$ cat src/rtl/spi_init_pkg.sv
// ============================================================
// spi_init_pkg : entry layout, device codes, default init table
// and sequence descriptors for spi_init_sequencer.
// Revision: 1.0
// ============================================================
`default_nettype none

package spi_init_pkg;

  localparam int BYTE_W  = 8;
  localparam int ENTRY_W = BYTE_W + 2;
  localparam int EOF_BIT = BYTE_W;
  localparam int EOS_BIT = BYTE_W + 1;

  localparam logic DEV_ADC = 1'b0;
  localparam logic DEV_MCP = 1'b1;

  localparam int unsigned TIMEOUT_CYCLES = 1000;

  typedef logic [ENTRY_W-1:0] entry_t;

  typedef struct packed {
    logic [7:0] start_addr;
    logic       dev;
  } seq_desc_t;

  typedef enum logic [2:0] {
    S_IDLE = 3'd0,
    S_LOAD = 3'd1,
    S_SEND = 3'd2,
    S_GAP  = 3'd3,
    S_DONE = 3'd4
  } state_t;

  localparam logic [1:0] F_MID = 2'b00;
  localparam logic [1:0] F_EOF = 2'b01;
  localparam logic [1:0] F_EOS = 2'b11;

  // Entry = {eos, eof, byte}; the end of a sequence always closes its frame.
  function automatic entry_t default_rom(input int unsigned addr);
    case (addr)
      0:  return {F_MID, 8'h03};
      1:  return {F_MID, 8'h00};
      2:  return {F_MID, 8'h00};
      3:  return {F_EOF, 8'h80};
      4:  return {F_MID, 8'h03};
      5:  return {F_MID, 8'h00};
      6:  return {F_MID, 8'h00};
      7:  return {F_EOS, 8'h00};
      8:  return {F_MID, 8'h40};
      9:  return {F_MID, 8'h00};
      10: return {F_EOF, 8'h00};
      11: return {F_MID, 8'h40};
      12: return {F_MID, 8'h01};
      13: return {F_EOF, 8'h00};
      14: return {F_MID, 8'h40};
      15: return {F_MID, 8'h13};
      16: return {F_EOS, 8'h00};
      17: return {F_MID, 8'h40};
      18: return {F_MID, 8'h12};
      19: return {F_EOS, 8'h01};
      20: return {F_MID, 8'h40};
      21: return {F_MID, 8'h12};
      22: return {F_EOS, 8'h00};
      default: return '0;
    endcase
  endfunction

  function automatic seq_desc_t seq_desc(input int unsigned idx);
    case (idx)
      0: return '{start_addr: 8'd0,  dev: DEV_ADC};
      1: return '{start_addr: 8'd8,  dev: DEV_MCP};
      2: return '{start_addr: 8'd17, dev: DEV_MCP};
      3: return '{start_addr: 8'd20, dev: DEV_MCP};
      default: return '{start_addr: 8'd0, dev: DEV_ADC};
    endcase
  endfunction

endpackage

`default_nettype wire

$ cat src/rtl/spi_init_rom.sv
// ============================================================
// spi_init_rom : registered init-table read plus combinational
// sequence descriptor decode.
// Revision: 1.0
// ============================================================
`default_nettype none

module spi_init_rom
  import spi_init_pkg::*;
#(
  parameter int DATA_W    = 8,
  parameter int ROM_DEPTH = 32,
  parameter int ADDR_W    = 5,
  parameter int N_SEQ     = 4,
  parameter int SEQ_W     = 2,
  parameter int DEV_W     = 1
) (
  input  logic              clk,
  input  logic              rst,
  input  logic              rd_en_i,
  input  logic [ADDR_W-1:0] addr_i,
  input  logic [SEQ_W-1:0]  seq_sel_i,
  output logic [DATA_W-1:0] data_o,
  output logic              eof_o,
  output logic              eos_o,
  output logic [ADDR_W-1:0] desc_addr_o,
  output logic [DEV_W-1:0]  desc_dev_o,
  output logic              desc_valid_o
);

  entry_t    w_entry;
  seq_desc_t w_desc;

  assign w_entry = (int'(addr_i) < ROM_DEPTH) ? default_rom(int'(addr_i)) : '0;
  assign w_desc  = seq_desc(int'(seq_sel_i));

  assign desc_valid_o = int'(seq_sel_i) < N_SEQ;
  assign desc_addr_o  = ADDR_W'(w_desc.start_addr);
  assign desc_dev_o   = DEV_W'(w_desc.dev);

  // Output register only moves on a read so a stalled byte stays put.
  always_ff @(posedge clk) begin
    if (rst) begin
      data_o <= '0;
      eof_o  <= 1'b0;
      eos_o  <= 1'b0;
    end else if (rd_en_i) begin
      data_o <= DATA_W'(w_entry[BYTE_W-1:0]);
      eof_o  <= w_entry[EOF_BIT];
      eos_o  <= w_entry[EOS_BIT];
    end
  end

endmodule

`default_nettype wire

$ cat src/rtl/spi_init_sequencer.sv
// ============================================================
// spi_init_sequencer : streams a selected SPI init sequence to a
// byte master with cs_n framing and inter-frame gaps.
// Optional: define SPI_TX_TIMEOUT_EN to abort a stalled SEND.
// Revision: 1.0
// ============================================================
`default_nettype none

module spi_init_sequencer
  import spi_init_pkg::*;
#(
  parameter int DATA_W     = 8,
  parameter int ROM_DEPTH  = 32,
  parameter int ADDR_W     = 5,
  parameter int N_SEQ      = 4,
  parameter int SEQ_W      = 2,
  parameter int GAP_CYCLES = 4,
  parameter int DEV_W      = 1
) (
  input  logic              clk,
  input  logic              rst,
  input  logic              start,
  input  logic [SEQ_W-1:0]  seq_sel,
  output logic              busy,
  output logic              done,
  output logic              err,
  output logic [DATA_W-1:0] tx_data,
  output logic              tx_valid,
  input  logic              tx_ready,
  output logic              tx_last,
  output logic              cs_n,
  output logic [DEV_W-1:0]  dev_sel
);

  localparam int GAP_W = (GAP_CYCLES > 1) ? $clog2(GAP_CYCLES) : 1;
  localparam logic [ADDR_W-1:0] LAST_ADDR = ADDR_W'(ROM_DEPTH - 1);

  state_t            state_q, state_d;
  logic [ADDR_W-1:0] addr_q, addr_d;
  logic [DEV_W-1:0]  dev_q, dev_d;
  logic              err_q, err_d;
  logic [GAP_W-1:0]  gap_q, gap_d;
  logic              rd_en;
  logic [DATA_W-1:0] rom_data;
  logic              rom_eof, rom_eos;
  logic [ADDR_W-1:0] desc_addr;
  logic [DEV_W-1:0]  desc_dev;
  logic              desc_valid;

  spi_init_rom #(
    .DATA_W    (DATA_W),
    .ROM_DEPTH (ROM_DEPTH),
    .ADDR_W    (ADDR_W),
    .N_SEQ     (N_SEQ),
    .SEQ_W     (SEQ_W),
    .DEV_W     (DEV_W)
  ) u_rom (
    .clk          (clk),
    .rst          (rst),
    .rd_en_i      (rd_en),
    .addr_i       (addr_q),
    .seq_sel_i    (seq_sel),
    .data_o       (rom_data),
    .eof_o        (rom_eof),
    .eos_o        (rom_eos),
    .desc_addr_o  (desc_addr),
    .desc_dev_o   (desc_dev),
    .desc_valid_o (desc_valid)
  );

`ifdef SPI_TX_TIMEOUT_EN
  logic [15:0] to_q;
  logic        to_hit;

  assign to_hit = (to_q == 16'(TIMEOUT_CYCLES - 1)) && !tx_ready;

  always_ff @(posedge clk) begin
    if (rst || state_q != S_SEND || tx_ready) begin
      to_q <= '0;
    end else begin
      to_q <= to_q + 16'd1;
    end
  end
`endif

  always_comb begin
    state_d = state_q;
    addr_d  = addr_q;
    dev_d   = dev_q;
    err_d   = err_q;
    gap_d   = gap_q;
    rd_en   = 1'b0;
    case (state_q)
      S_IDLE: begin
        if (start) begin
          if (desc_valid) begin
            addr_d  = desc_addr;
            dev_d   = desc_dev;
            err_d   = 1'b0;
            state_d = S_LOAD;
          end else begin
            err_d   = 1'b1;
            state_d = S_DONE;
          end
        end
      end
      S_LOAD: begin
        rd_en   = 1'b1;
        state_d = S_SEND;
      end
      S_SEND: begin
        if (tx_ready) begin
          if (rom_eos) begin
            state_d = S_DONE;
          end else if (addr_q == LAST_ADDR) begin
            // Table would run off its end: terminate as an error.
            err_d   = 1'b1;
            state_d = S_DONE;
          end else if (rom_eof) begin
            gap_d   = GAP_W'(GAP_CYCLES - 1);
            state_d = S_GAP;
          end else begin
            addr_d  = addr_q + ADDR_W'(1);
            state_d = S_LOAD;
          end
        end
`ifdef SPI_TX_TIMEOUT_EN
        else if (to_hit) begin
          err_d   = 1'b1;
          state_d = S_DONE;
        end
`endif
      end
      S_GAP: begin
        if (gap_q == '0) begin
          addr_d  = addr_q + ADDR_W'(1);
          state_d = S_LOAD;
        end else begin
          gap_d = gap_q - GAP_W'(1);
        end
      end
      S_DONE: state_d = S_IDLE;
      default: state_d = S_IDLE;
    endcase
  end

  always_ff @(posedge clk) begin
    if (rst) begin
      state_q <= S_IDLE;
      addr_q  <= '0;
      dev_q   <= '0;
      err_q   <= 1'b0;
      gap_q   <= '0;
    end else begin
      state_q <= state_d;
      addr_q  <= addr_d;
      dev_q   <= dev_d;
      err_q   <= err_d;
      gap_q   <= gap_d;
    end
  end

  assign busy     = (state_q != S_IDLE);
  assign done     = (state_q == S_DONE);
  assign err      = done && err_q;
  assign tx_valid = (state_q == S_SEND);
  assign tx_data  = tx_valid ? rom_data : '0;
  assign tx_last  = tx_valid && rom_eof;
  assign cs_n     = !((state_q == S_LOAD) || (state_q == S_SEND));
  assign dev_sel  = dev_q;

endmodule

`default_nettype wire
$ cat config.mk
export PLATFORM = sky130hd
export DESIGN_NAME = spi_init_sequencer
export DESIGN_NICKNAME = d
export VERILOG_FILES = /design/src/rtl/spi_init_pkg.sv /design/src/rtl/spi_init_rom.sv /design/src/rtl/spi_init_sequencer.sv
export SDC_FILE = /design/constraint.sdc
export NUM_CORES = 1
export LEC_CHECK = 0
export CAP_MARGIN = 15
export CORE_MARGIN = 2
export CORE_UTILIZATION = 40
export CTS_CLUSTER_DIAMETER = 80
export DETAILED_ROUTE_END_ITERATION = 12
export GPL_TIMING_DRIVEN = 1
export REMOVE_ABC_BUFFERS = 1
export SETUP_SLACK_MARGIN = 0.02
export SYNTH_ARGS = -nofsm -noshare
export SYNTH_HDL_FRONTEND = slang
export SYNTH_SLANG_ARGS = --single-unit
$ cat constraint.sdc
create_clock -name clk -period 2.3 [get_ports clk]
set_input_delay 0.69 -clock clk [delete_from_list [all_inputs] [get_ports clk]]
set_output_delay 0.69 -clock clk [all_outputs]
set_load 0.01 [all_outputs]
==> out/metrics.sh, run 1 <==
RUN_STATUS='finished, final reports clean'
CP.BUFFERS_INVERTERS=0
ARITHMETIC_CELL_SHARE_OF_THE_SYNTHESIZED_AREA_COUNTING_FULL_ADDERS_HALF_ADDERS_AND_MAJORITY_GATES_PCT=7.96
WORST_PATH_MOST_REPEATED_CELL='sky130_fd_sc_hd__ha_1'
LEAK_PWR_nW=0.672
NUMBER_OF_ANTENNA_VIOLATIONS_AT_THE_FIRST_CHECK_IN_GLOBAL_ROUTING=0
CORE_AREA_UM2=3030
FINAL_CELL_COUNT_WITHOUT_FILLERS=217
POST_SYNTH_INSTANCE_AREA_UM2=1260
WORSTSETUPPATHTYPE='flip-flop to flip-flop'
SWITCHING_SHARE_PCT=33.6
POWER.SWITCHING_W=0.000286
INITIAL_UTILIZATION_PCT=41.5
CTS_TREE='yes'
CELL_INTERNAL_PWR_W=0.000566
SYNTH-WARNING-COUNT=0
SYNTH_CELL_TYPES=44
CTS_INSERTED_BUFFERS=3
SYNTH_SEQ_CELLS=19
GP_CONGESTION=0.840
SYN_AVG_CELL_AREA_UM2=8.38
POST_ROUTE_CLOCK_PERIOD_UTILIZATION_PCT=91.2
TIMING.CRITICAL_PATH.FANOUT_MAX=5
SYN_INST=150
FINALMAXSLEWVIOLATIONS=0
DP_HPWL_UM=2090
WORST_IR_DROP_VDD_mV=0.271
CLK_ROOT_BUFFER_CELL='sky130_fd_sc_hd__clkbuf_4'
SEQ_AREA_FRAC_SYNTH_PCT=30.2
IO_PINS=21
TRITONCTS_SINK_COUNT=19
CLK-INSERTION-DELAY-LATE_NS=0.30
WORST_SETUP_PATH_END_KIND='flip-flop'
REPORT.FINAL.SETUP_VIOL=0
RSZ0062_AT_GRT='no'
VIASPERCELL=5.20
POST_ROUTE_CELLS_DRIVE_ABOVE_1_SHARE_PCT=17.3
DOMINANT_COMBINATIONAL_CELL_FAMILY_BY_AREA_AFTER_SYNTHESIS='compound AO/OA/AOI/OAI gates'
GRT_FIRST_PASS_WIRELENGTH_UM=4620
PORT_BUFFERS=17
SYNTH_COMPOUND_AREA_SHARE_PCT=25.3
POST_SYNTH_AND_OR_NAND_NOR_AREA_FRACTION_PCT=23.7
REPORT.FINAL.HOLD_VIOL_COUNT=0
MIN-DELAY-START='u_rom.data_o[7]'
MIN_PATH_TYPE='flip-flop to flip-flop'
FINAL.SETUP.TNS_NS=0
NNETSFINAL=188
POST_SYNTH_MUX_AREA_SHARE_PCT=4.58
GR-TOTAL-OVERFLOW=0
POWER_FRAC_CLOCK_PCT=20.5
DRT_FIRST_ITER_VIOLATIONS=23
DRT-PASS1-ITER-COUNT=5
GRT_START_MAX_NET_PINS=15
ROUTED_WIRELENGTH_NORMALIZED_BY_INSTANCE_COUNT_UM=13.0
NUM_VIAS=1128
STARTPOINT='addr_q[1]'
PATH_CELLS='ha_1 > and3_1 > ha_1 > nor3_1 > o21bai_1 > or4_1 > a31oi_1'
CTS.REPORTEDPATHS.CLKPINSLEW_NS=0.11
POWER.SEQUENTIAL.FRACTION_PCT=45.7
POWERDENSITY_nW_PER_UM2=543
SYNTH_XOR_XNOR_AREA_SHARE_PCT=0
WORST_EP_REQUIRED_TIME_NS=2.53
DESIGN_AREA_UM2=1570
DIE_Y_EXTENT_UM=60.1
DRT.ANTENNA.VIOLATING_NETS=0
RR_STARTPOINT='addr_q[1]'
DRV_CAP=0
POST-ROUTE-DRC-COUNT=0
MAX_CLK_RATE_GHz=0.477
AREAGROWTHSYNTHTOFINISH_PCT=24.8
DIODES=0
CRITICAL-PATH-MAX-STAGE-DELAY_NS=0.43
CRIT_FAMILY='simple AND/OR/NAND/NOR gates'
GRT.TOTAL_USAGE_PCT=16.6
DETAIL_ROUTE.WIRELENGTH_UM=2820
COMB_POWER_SHARE_PCT=33.8
GRT_PASS1_VIAS=1096
STANDARD_CELL_ROWS=20
FINAL_PERIOD_MINUS_WORST_SETUP_SLACK_NS=2.10
FIN_WORST_SKEW_NS=0.00543
CRITICAL_PATH.STARTPOINT_TYPE='flip-flop'
SLOWEST_CELL_ON_THE_CRITICAL_PATH='sky130_fd_sc_hd__or4_1'
DPL.CELL_COUNT=211
CTS-HTREE-LEVELS=1
MAX-CLOCK-PATH-BUFFERS=2
DIE_AREA_UM2=3610
CRITPATHARRIVALTIME_NS=2.33
POST_DP_CELL_AREA_UM2=1500
DIE_W_UM=60.1
CTS_HOLD_BUFFERS=0
## tightest hold or removal path, cell delays in order (launching register included)
cell and delay, ns:
sky130_fd_sc_hd__dfxtp_1 0.33, sky130_fd_sc_hd__nand2b_1 0.06, sky130_fd_sc_hd__a21oi_1 0.05
## repair_timing
| item | in CTS | in global routing |
|---|---|---|
| resized for setup | 12 | 8 |
| setup endpoints to repair | 11 | 3 |
| buffers inserted | 2 | 0 |
| pin swaps | 1 | 0 |
| cloned | 0 | 0 |
## kinds of logic (layout without fill, tap and decap cells)
group	Yosys count	count (layout)
mux	5	5
compound gates	45	45
flops	19	19
other cells	1	3
fa+ha+maj	8	8
simple gates	52	52
buf+inv	20	41
## per-stage QoR
step / total power (W) / setup WS (ns) / util (%) / hold slack (ns)
4_1_cts: 0.000852 / 0.0231 / 50.9 / 0.480
5_1_grt: 0.000906 / 0.0619 / 51.8 / 0.498
3_5_place_dp: 0.000665 / 0.109 / 49.4 / 0.455
3_3_place_gp: 0.000657 / 0.118 / 49.4 / 0.447
2_1_floorplan: 0.000557 / 0.235 / - / 0.435
6_report: 0.000852 / 0.202 / 51.8 / 0.474
## final cells by class
cell class | count | area, um2
clock buffer | 3 | 22.5
tap | 44 | 55.1
timing repair buffer | 29 | 262
multi-input combinational | 113 | 810
fill | 299 | 1460
sequential | 19 | 385
clock inverter | 1 | 5.00
inverter | 8 | 30.0
## cell usage in the layout (no fill, tap or decap), types with 2 or more instances in the layout
master,instances
sky130_fd_sc_hd__dfxtp_1,17
sky130_fd_sc_hd__nor2_1,13
sky130_fd_sc_hd__a21oi_1,12
sky130_fd_sc_hd__buf_4,11
sky130_fd_sc_hd__inv_1,8
sky130_fd_sc_hd__ha_1,8
sky130_fd_sc_hd__dlygate4sd2_1,8
sky130_fd_sc_hd__and2_1,7
sky130_fd_sc_hd__clkdlybuf4s50_1,6
sky130_fd_sc_hd__a211oi_1,5
sky130_fd_sc_hd__nand2b_1,4
sky130_fd_sc_hd__a31oi_1,4
sky130_fd_sc_hd__a311oi_1,4
sky130_fd_sc_hd__nor2b_1,4
sky130_fd_sc_hd__a22oi_1,4
sky130_fd_sc_hd__o21ai_0,4
sky130_fd_sc_hd__nor3_1,3
sky130_fd_sc_hd__nand2_1,3
sky130_fd_sc_hd__o21a_1,3
sky130_fd_sc_hd__conb_1,3
sky130_fd_sc_hd__clkbuf_4,3
sky130_fd_sc_hd__dlymetal6s2s_1,3
sky130_fd_sc_hd__nor2_4,2
sky130_fd_sc_hd__and3_1,2
sky130_fd_sc_hd__or2_2,2
sky130_fd_sc_hd__mux2_2,2
sky130_fd_sc_hd__or4_1,2
sky130_fd_sc_hd__nand4b_1,2
sky130_fd_sc_hd__mux2i_1,2
sky130_fd_sc_hd__nand3_1,2
sky130_fd_sc_hd__o211ai_1,2
## synthesized netlist by cell type (all sizes together)
library cell,count,share of area [%]
or2,2,0.99
o21a,3,1.8
or2b,1,0.60
mux2i,2,1.6
and2,7,3.5
nor3b,1,0.99
dfxtp,19,30
o211ai,2,1.2
a22oi,4,2.4
a31oi,4,2.0
or4,2,1.2
nor4,1,0.50
o21ba,1,0.80
nor2,15,5.1
nor2b,4,2.0
and3,2,0.99
nand2b,4,2.0
buf,8,4.4
inv,8,2.4
nand2,3,0.90
a21o,1,0.60
o21bai,1,0.60
a311oi,4,2.8
nor3,4,1.6
nand4b,2,1.4
nand4,1,0.50
mux2,3,3.0
a21boi,1,0.60
o31ai,1,0.60
nand3,2,0.80
clkbuf,4,1.2
and3b,1,0.70
conb,1,0.30
a22o,1,1.4
a211oi,5,3.0
o21ai,4,1.6
a21oi,12,4.8
a2111oi,1,1.2
ha,8,8.0
## worst paths after layout
check / endpoint / slack, ns / depth (start not counted)
worst min register to register: u_rom.data_o[7] / 0.47 / 2
worst min-delay path: u_rom.data_o[7] / 0.47 / 2
worst max register to register: addr_q[0] / 0.20 / 7
worst max-delay path: addr_q[0] / 0.20 / 7
## flip-flops by register name, indices dropped and copies added (netlist names)
register	cells
addr_q	5
dev_sel	1
err_q	1
gap_q	2
state_q	3
u_rom.data_o	5
u_rom.eof_o	1
u_rom.eos_o	1
## per-layer routing
| layer | up-vias | part of all wire, % | global-route usage, % | wire length (um) |
|---|---|---|---|---|
| met5 | - | 0 | 0 | 0 |
| li1 | 581 | - | - | - |
| met1 | 527 | 46 | 19.6 | 1300 |
| met2 | 16 | 50 | 30.6 | 1420 |
| met4 | 0 | 0.82 | 4.76 | 23 |
| met3 | 4 | 2.8 | 2.60 | 79 |
## power by group through the flow
stage | Combinational [W] | Sequential, W | Clock [W]
global placement | 0.000264 | 0.000393 | 0
floorplan | 0.000161 | 0.000396 | 0
global route | 0.000318 | 0.000395 | 0.000193
finish | 0.000288 | 0.000390 | 0.000175
CTS | 0.000282 | 0.000389 | 0.000181
detailed placement | 0.000270 | 0.000395 | 0
(Power assumes the default switching activity.)
==> run 2: changes to the inputs <==
--- a/config.mk
+++ b/config.mk
@@ -10,7 +10,7 @@
 export CORE_UTILIZATION = 40
 export CTS_CLUSTER_DIAMETER = 80
 export DETAILED_ROUTE_END_ITERATION = 12
-export GPL_TIMING_DRIVEN = 1
+export GPL_TIMING_DRIVEN = 0
 export REMOVE_ABC_BUFFERS = 1
 export SETUP_SLACK_MARGIN = 0.02
 export SYNTH_ARGS = -nofsm -noshare
==> out/metrics.sh, run 2 (same netlist as run 1, synthesis figures left out) <==
RUN_STATUS='finished, final reports clean'
POST_ROUTE_CLOCK_PERIOD_UTILIZATION_PCT=97.4
RSZ0062_AT_GRT='no'
DRT-PASS1-ITER-COUNT=4
PORT_BUFFERS=17
DETAIL_ROUTE.WIRELENGTH_UM=2750
DP_HPWL_UM=1950
NNETSFINAL=187
POST-ROUTE-DRC-COUNT=0
LEAK_PWR_nW=0.651
VIASPERCELL=5.28
TRITONCTS_SINK_COUNT=19
AREAGROWTHSYNTHTOFINISH_PCT=24.9
POWER.SWITCHING_W=0.000288
MAX_CLK_RATE_GHz=0.446
COMB_POWER_SHARE_PCT=32.3
FINAL_PERIOD_MINUS_WORST_SETUP_SLACK_NS=2.24
INITIAL_UTILIZATION_PCT=41.5
POWER_FRAC_CLOCK_PCT=20.9
WORSTSETUPPATHTYPE='flip-flop to primary output'
CTS-HTREE-LEVELS=1
DRT_FIRST_ITER_VIOLATIONS=29
STANDARD_CELL_ROWS=20
CTS.REPORTEDPATHS.CLKPINSLEW_NS=0.12
FINALMAXSLEWVIOLATIONS=0
REPORT.FINAL.SETUP_VIOL=0
ROUTED_WIRELENGTH_NORMALIZED_BY_INSTANCE_COUNT_UM=12.7
WORST_SETUP_PATH_END_KIND='primary output'
WORST-SLEW-PIN-TRANSITION_NS=0.749
WORST_SLACK_NS=0.0601
RELSLEWSLACK_PCT=49.9
POWER.SEQUENTIAL.FRACTION_PCT=46.9
CLK_ROOT_BUFFER_CELL='sky130_fd_sc_hd__clkbuf_4'
FINAL.SETUP.TNS_NS=0
NUM_VIAS=1140
NUMBER_OF_ANTENNA_VIOLATIONS_AT_THE_FIRST_CHECK_IN_GLOBAL_ROUTING=0
DIODES=0
CORE_AREA_UM2=3030
DIE_AREA_UM2=3610
DIE_Y_EXTENT_UM=60.1
REPORT.FINAL.HOLD_VIOL_COUNT=0
CTS_TREE='yes'
PRE_CTS_WS_NS=-0.421
GRT.TOTAL_USAGE_PCT=16.3
SWITCHING_SHARE_PCT=33.7
WORST_IR_DROP_VDD_mV=0.290
GP_CONGESTION=0.781
GRT_PASS1_VIAS=1028
GR-TOTAL-OVERFLOW=0
IO_PINS=21
CLK-INSERTION-DELAY-LATE_NS=0.30
MAX-CLOCK-PATH-BUFFERS=2
GRT_FIRST_PASS_WIRELENGTH_UM=4350
DRV_CAP=0
CELL_INTERNAL_PWR_W=0.000567
DIE_W_UM=60.1
CTS_INSERTED_BUFFERS=3
DRT.ANTENNA.VIOLATING_NETS=0
WORST_EP_REQUIRED_TIME_NS=1.61
CRITPATHARRIVALTIME_NS=1.55
MOST_COMMON_LIBRARY_CELL_IN_THE_LAYOUT_IGNORING_FILL_AND_TAPS='sky130_fd_sc_hd__dfxtp_1'
LAYOUT.CELLS.MOST_COMMON_LIST='sky130_fd_sc_hd__dfxtp_1, sky130_fd_sc_hd__nor2_1, sky130_fd_sc_hd__a21oi_1'
P_TOTAL_W=0.000854
CRITICAL_PATH.STARTPOINT_TYPE='flip-flop'
GRT_START_MAX_NET_PINS=20
MIN_PATH_TYPE='flip-flop to flip-flop'
TOP_FLOP_REGS='addr_q (5), u_rom.data_o (5), state_q (3)'
FIN_WORST_SKEW_NS=0.00805
POWERDENSITY_nW_PER_UM2=544
TIMING.CRITICAL_PATH.FANOUT_MAX=10
POST_ROUTE_CELLS_DRIVE_ABOVE_1_SHARE_PCT=17.4
run 2: power by group through the flow:
stage / Combinational [W] / Sequential (W) / Clock (W)
6_report: 0.000276 / 0.000400 / 0.000178
5_1_grt: 0.000303 / 0.000407 / 0.000195
3_5_place_dp: 0.000235 / 0.000406 / 0
4_1_cts: 0.000262 / 0.000400 / 0.000181
2_1_floorplan: 0.000161 / 0.000396 / 0
3_3_place_gp: 0.000229 / 0.000404 / 0
run 2: repair_timing:
item / in CTS / in global routing
endpoints found under the setup margin: 11 / 5
pin swaps: 1 / 3
cloned: 0 / 0
resized for setup: 20 / 3
buffers inserted: 7 / 4
hold buffers: 0 / 0
run 2: layer usage:
layer,GRT usage (%),vias to the layer above,share of wire [%]
met5,0,-,0
met4,9.21,0,1.9
met2,28.3,36,50
li1,-,580,-
met1,18.7,518,44
met3,3.03,6,4.5
run 2: stage by stage:
step / area [um2] / hold slack, ns / instances / utilization [%]
floorplan: 1190 / 0.435 / 140 / -
global placement: 1420 / 0.446 / 201 / 46.9
detailed placement: 1420 / 0.464 / 201 / 46.9
CTS: 1530 / 0.482 / 212 / 50.7
global route: 1570 / 0.518 / 216 / 51.9
finish: 1570 / 0.479 / 216 / 51.9
run 2: area by class of cell:
type | count | area (um2)
sequential | 19 | 392
clock buffer | 4 | 26.3
fill | 300 | 1460
timing repair buffer | 28 | 250
tap | 44 | 55.1
multi-input combinational | 113 | 817
inverter | 8 | 30.0
run 2: path summary, 6_finish.rpt:
check             slack, ns  cells past startpoint               to            start
setup / recovery       0.06                      3             done       state_q[0]
hold / removal         0.48                      2  u_rom.data_o[7]  u_rom.data_o[7]
setup reg to reg       0.24                      7        addr_q[0]        addr_q[0]
hold reg to reg        0.48                      2  u_rom.data_o[7]  u_rom.data_o[7]
run 2: worst max-delay path, stage by stage (launching register included):
cell and delay, ns:
sky130_fd_sc_hd__dfxtp_4 0.42, sky130_fd_sc_hd__nor2_4 0.16, sky130_fd_sc_hd__and2_1 0.14, sky130_fd_sc_hd__clkdlybuf4s50_1 0.53
==> run 3: changes to the inputs <==
==> constraint.sdc (replaced) <==
create_clock -name clk -period 2.22 [get_ports clk]
set_input_delay 0.666 -clock clk [delete_from_list [all_inputs] [get_ports clk]]
set_output_delay 0.666 -clock clk [all_outputs]
set_load 0.01 [all_outputs]
==> out/metrics.sh, run 3 (same netlist as run 1, synthesis figures left out) <==
CLK-INSERTION-DELAY-LATE_NS=0.31
RUN_STATUS='finished, final reports clean'
DP_HPWL_UM=1950
POST_ROUTE_CLOCK_PERIOD_UTILIZATION_PCT=94.5
TOP_FLOP_REGS='addr_q (5), u_rom.data_o (5), state_q (3)'
DRT_FIRST_ITER_VIOLATIONS=39
CTS-HTREE-LEVELS=1
NUMBER_OF_ANTENNA_VIOLATIONS_AT_THE_FIRST_CHECK_IN_GLOBAL_ROUTING=0
FINAL_PERIOD_MINUS_WORST_SETUP_SLACK_NS=2.10
DRV_CAP=0
WORST_SETUP_PATH_END_KIND='primary output'
GRT_FIRST_PASS_WIRELENGTH_UM=4440
TRITONCTS_SINK_COUNT=19
GRT.TOTAL_USAGE_PCT=16.7
POST-ROUTE-DRC-COUNT=0
DIODES=0
CTS_TREE='yes'
WORSTSETUPPATHTYPE='flip-flop to primary output'
LEAK_PWR_nW=0.693
RR_WORST_DEPTH=7
PORT_BUFFERS=17
STANDARD_CELL_ROWS=20
SLOWEST_CELL_ON_THE_CRITICAL_PATH='sky130_fd_sc_hd__dfxtp_4'
DIE_Y_EXTENT_UM=60.1
DIE_AREA_UM2=3610
NNETSFINAL=189
REPORT.FINAL.SETUP_VIOL=0
VIASPERCELL=5.28
CRITICAL_PATH.STARTPOINT_TYPE='flip-flop'
DIE_W_UM=60.1
MAX-CLOCK-PATH-BUFFERS=2
CLK_ROOT_BUFFER_CELL='sky130_fd_sc_hd__clkbuf_4'
FIN_WORST_SKEW_NS=0.0111
MIN_PATH_CELLS=2
LAYOUT.CORE_UTILIZATION_PCT=52.4
CORE_AREA_UM2=3030
WORST-SLEW-PIN-TRANSITION_NS=0.754
LAYOUT.CELLS.MOST_COMMON_LIST='sky130_fd_sc_hd__dfxtp_1, sky130_fd_sc_hd__nor2_1, sky130_fd_sc_hd__a21oi_1, sky130_fd_sc_hd__buf_4'
MAX_CLK_RATE_GHz=0.477
NUM_VIAS=1152
DRT.ANTENNA.VIOLATING_NETS=0
PATH_CELLS='nand2b_4 > nor2_4 > buf_4 > and2_1 > dlygate4sd2_1'
GR-TOTAL-OVERFLOW=0
MOST_COMMON_LIBRARY_CELL_IN_THE_LAYOUT_IGNORING_FILL_AND_TAPS='sky130_fd_sc_hd__dfxtp_1'
DETAIL_ROUTE.WIRELENGTH_UM=2810
INITIAL_UTILIZATION_PCT=41.5
FINAL.SETUP.TNS_NS=0
TIMING.CRITICAL_PATH.FANOUT_MAX=4
FINAL.FILL_COUNT=296
FINALMAXSLEWVIOLATIONS=0
PATH_DEPTH=5
CRITPATHARRIVALTIME_NS=1.43
MIN_PATH_TYPE='flip-flop to flip-flop'
GP_CONGESTION=0.781
CTS.REPORTEDPATHS.CLKPINSLEW_NS=0.12
GRT_PASS1_VIAS=1040
WORST_EP_REQUIRED_TIME_NS=1.55
POST_ROUTE_CELLS_DRIVE_ABOVE_1_SHARE_PCT=19.5
REPORT.FINAL.HOLD_VIOL_COUNT=0
RSZ0062_AT_GRT='no'
ROUTED_WIRELENGTH_NORMALIZED_BY_INSTANCE_COUNT_UM=12.9
RELSLEWSLACK_PCT=49.6
AREAGROWTHSYNTHTOFINISH_PCT=26.1
DRT-PASS1-ITER-COUNT=4
CRIT_FAMILY='buffers and inverters'
GRT_START_MAX_NET_PINS=20
CP.BUFFERS_INVERTERS=2
CTS_INSERTED_BUFFERS=3
WORST_IR_DROP_VDD_mV=0.303
CRITICAL-PATH-MAX-STAGE-DELAY_NS=0.36
POWERDENSITY_nW_PER_UM2=563
IO_PINS=21
==> run 3: repair_timing <==
action | in CTS | in global routing
hold endpoints to repair | 0 | 0
resized for setup | 23 | 6
hold buffers | 0 | 0
buffers inserted | 10 | 3
pin swaps | 2 | 2
setup endpoints to repair | 11 | 7
==> run 3: per-layer routing <==
layer	track usage, %	share of wire, %	vias to the layer above
li1	-	-	581
met1	18.8	43	529
met2	29.3	50	35
met3	3.03	4.1	7
met4	9.21	2.3	0
met5	0	0	-
==> run 3: worst reg2reg max path, stage by stage (launching register included) <==
cell,delay [ns]
sky130_fd_sc_hd__dfxtp_1,0.38
sky130_fd_sc_hd__ha_1,0.26
sky130_fd_sc_hd__and3_1,0.20
sky130_fd_sc_hd__ha_1,0.22
sky130_fd_sc_hd__nor3_1,0.20
sky130_fd_sc_hd__o21bai_1,0.16
sky130_fd_sc_hd__or4_1,0.42
sky130_fd_sc_hd__a31oi_1,0.16
==> run 3: path summary, 6_finish.rpt <==
| check | end | from | slack (ns) |
|---|---|---|---|
| max | tx_data[7] | state_q[2] | 0.12 |
| min | u_rom.data_o[7] | u_rom.data_o[7] | 0.48 |
| max reg2reg | addr_q[0] | addr_q[0] | 0.16 |
| min reg2reg | u_rom.data_o[7] | u_rom.data_o[7] | 0.48 |
==> run 3: layout make-up <==
class | instances | area [um2] | area share, %
Clock buffer | 4 | 26.3 | 1.66
Timing Repair Buffer | 30 | 265 | 16.7
Sequential cell | 19 | 392 | 24.7
Multi-Input combinational cell | 113 | 817 | 51.5
Inverter | 8 | 30.0 | 1.89
Tap cell | 44 | 55.1 | 3.47
==> run 3: stage by stage <==
step	hold WS, ns	instances	instance area, um2	power (W)	worst slack [ns]
2_1_floorplan	0.435	140	1190	0.000577	0.179
3_3_place_gp	0.446	201	1420	0.000656	-0.460
3_5_place_dp	0.464	201	1420	0.000664	-0.477
4_1_cts	0.482	215	1560	0.000885	0.0223
5_1_grt	0.518	218	1590	0.000947	0.0265
6_report	0.479	218	1590	0.000892	0.122
==> run 3: report_power, final <==
| part | internal [W] | switching [W] | total (W) |
|---|---|---|---|
| Combinational | 0.000153 | 0.000144 | 0.000297 |
| Sequential | 0.000370 | 0.0000426 | 0.000412 |
| Clock | 0.0000701 | 0.000113 | 0.000183 |
| Total | 0.000593 | 0.000299 | 0.000892 |
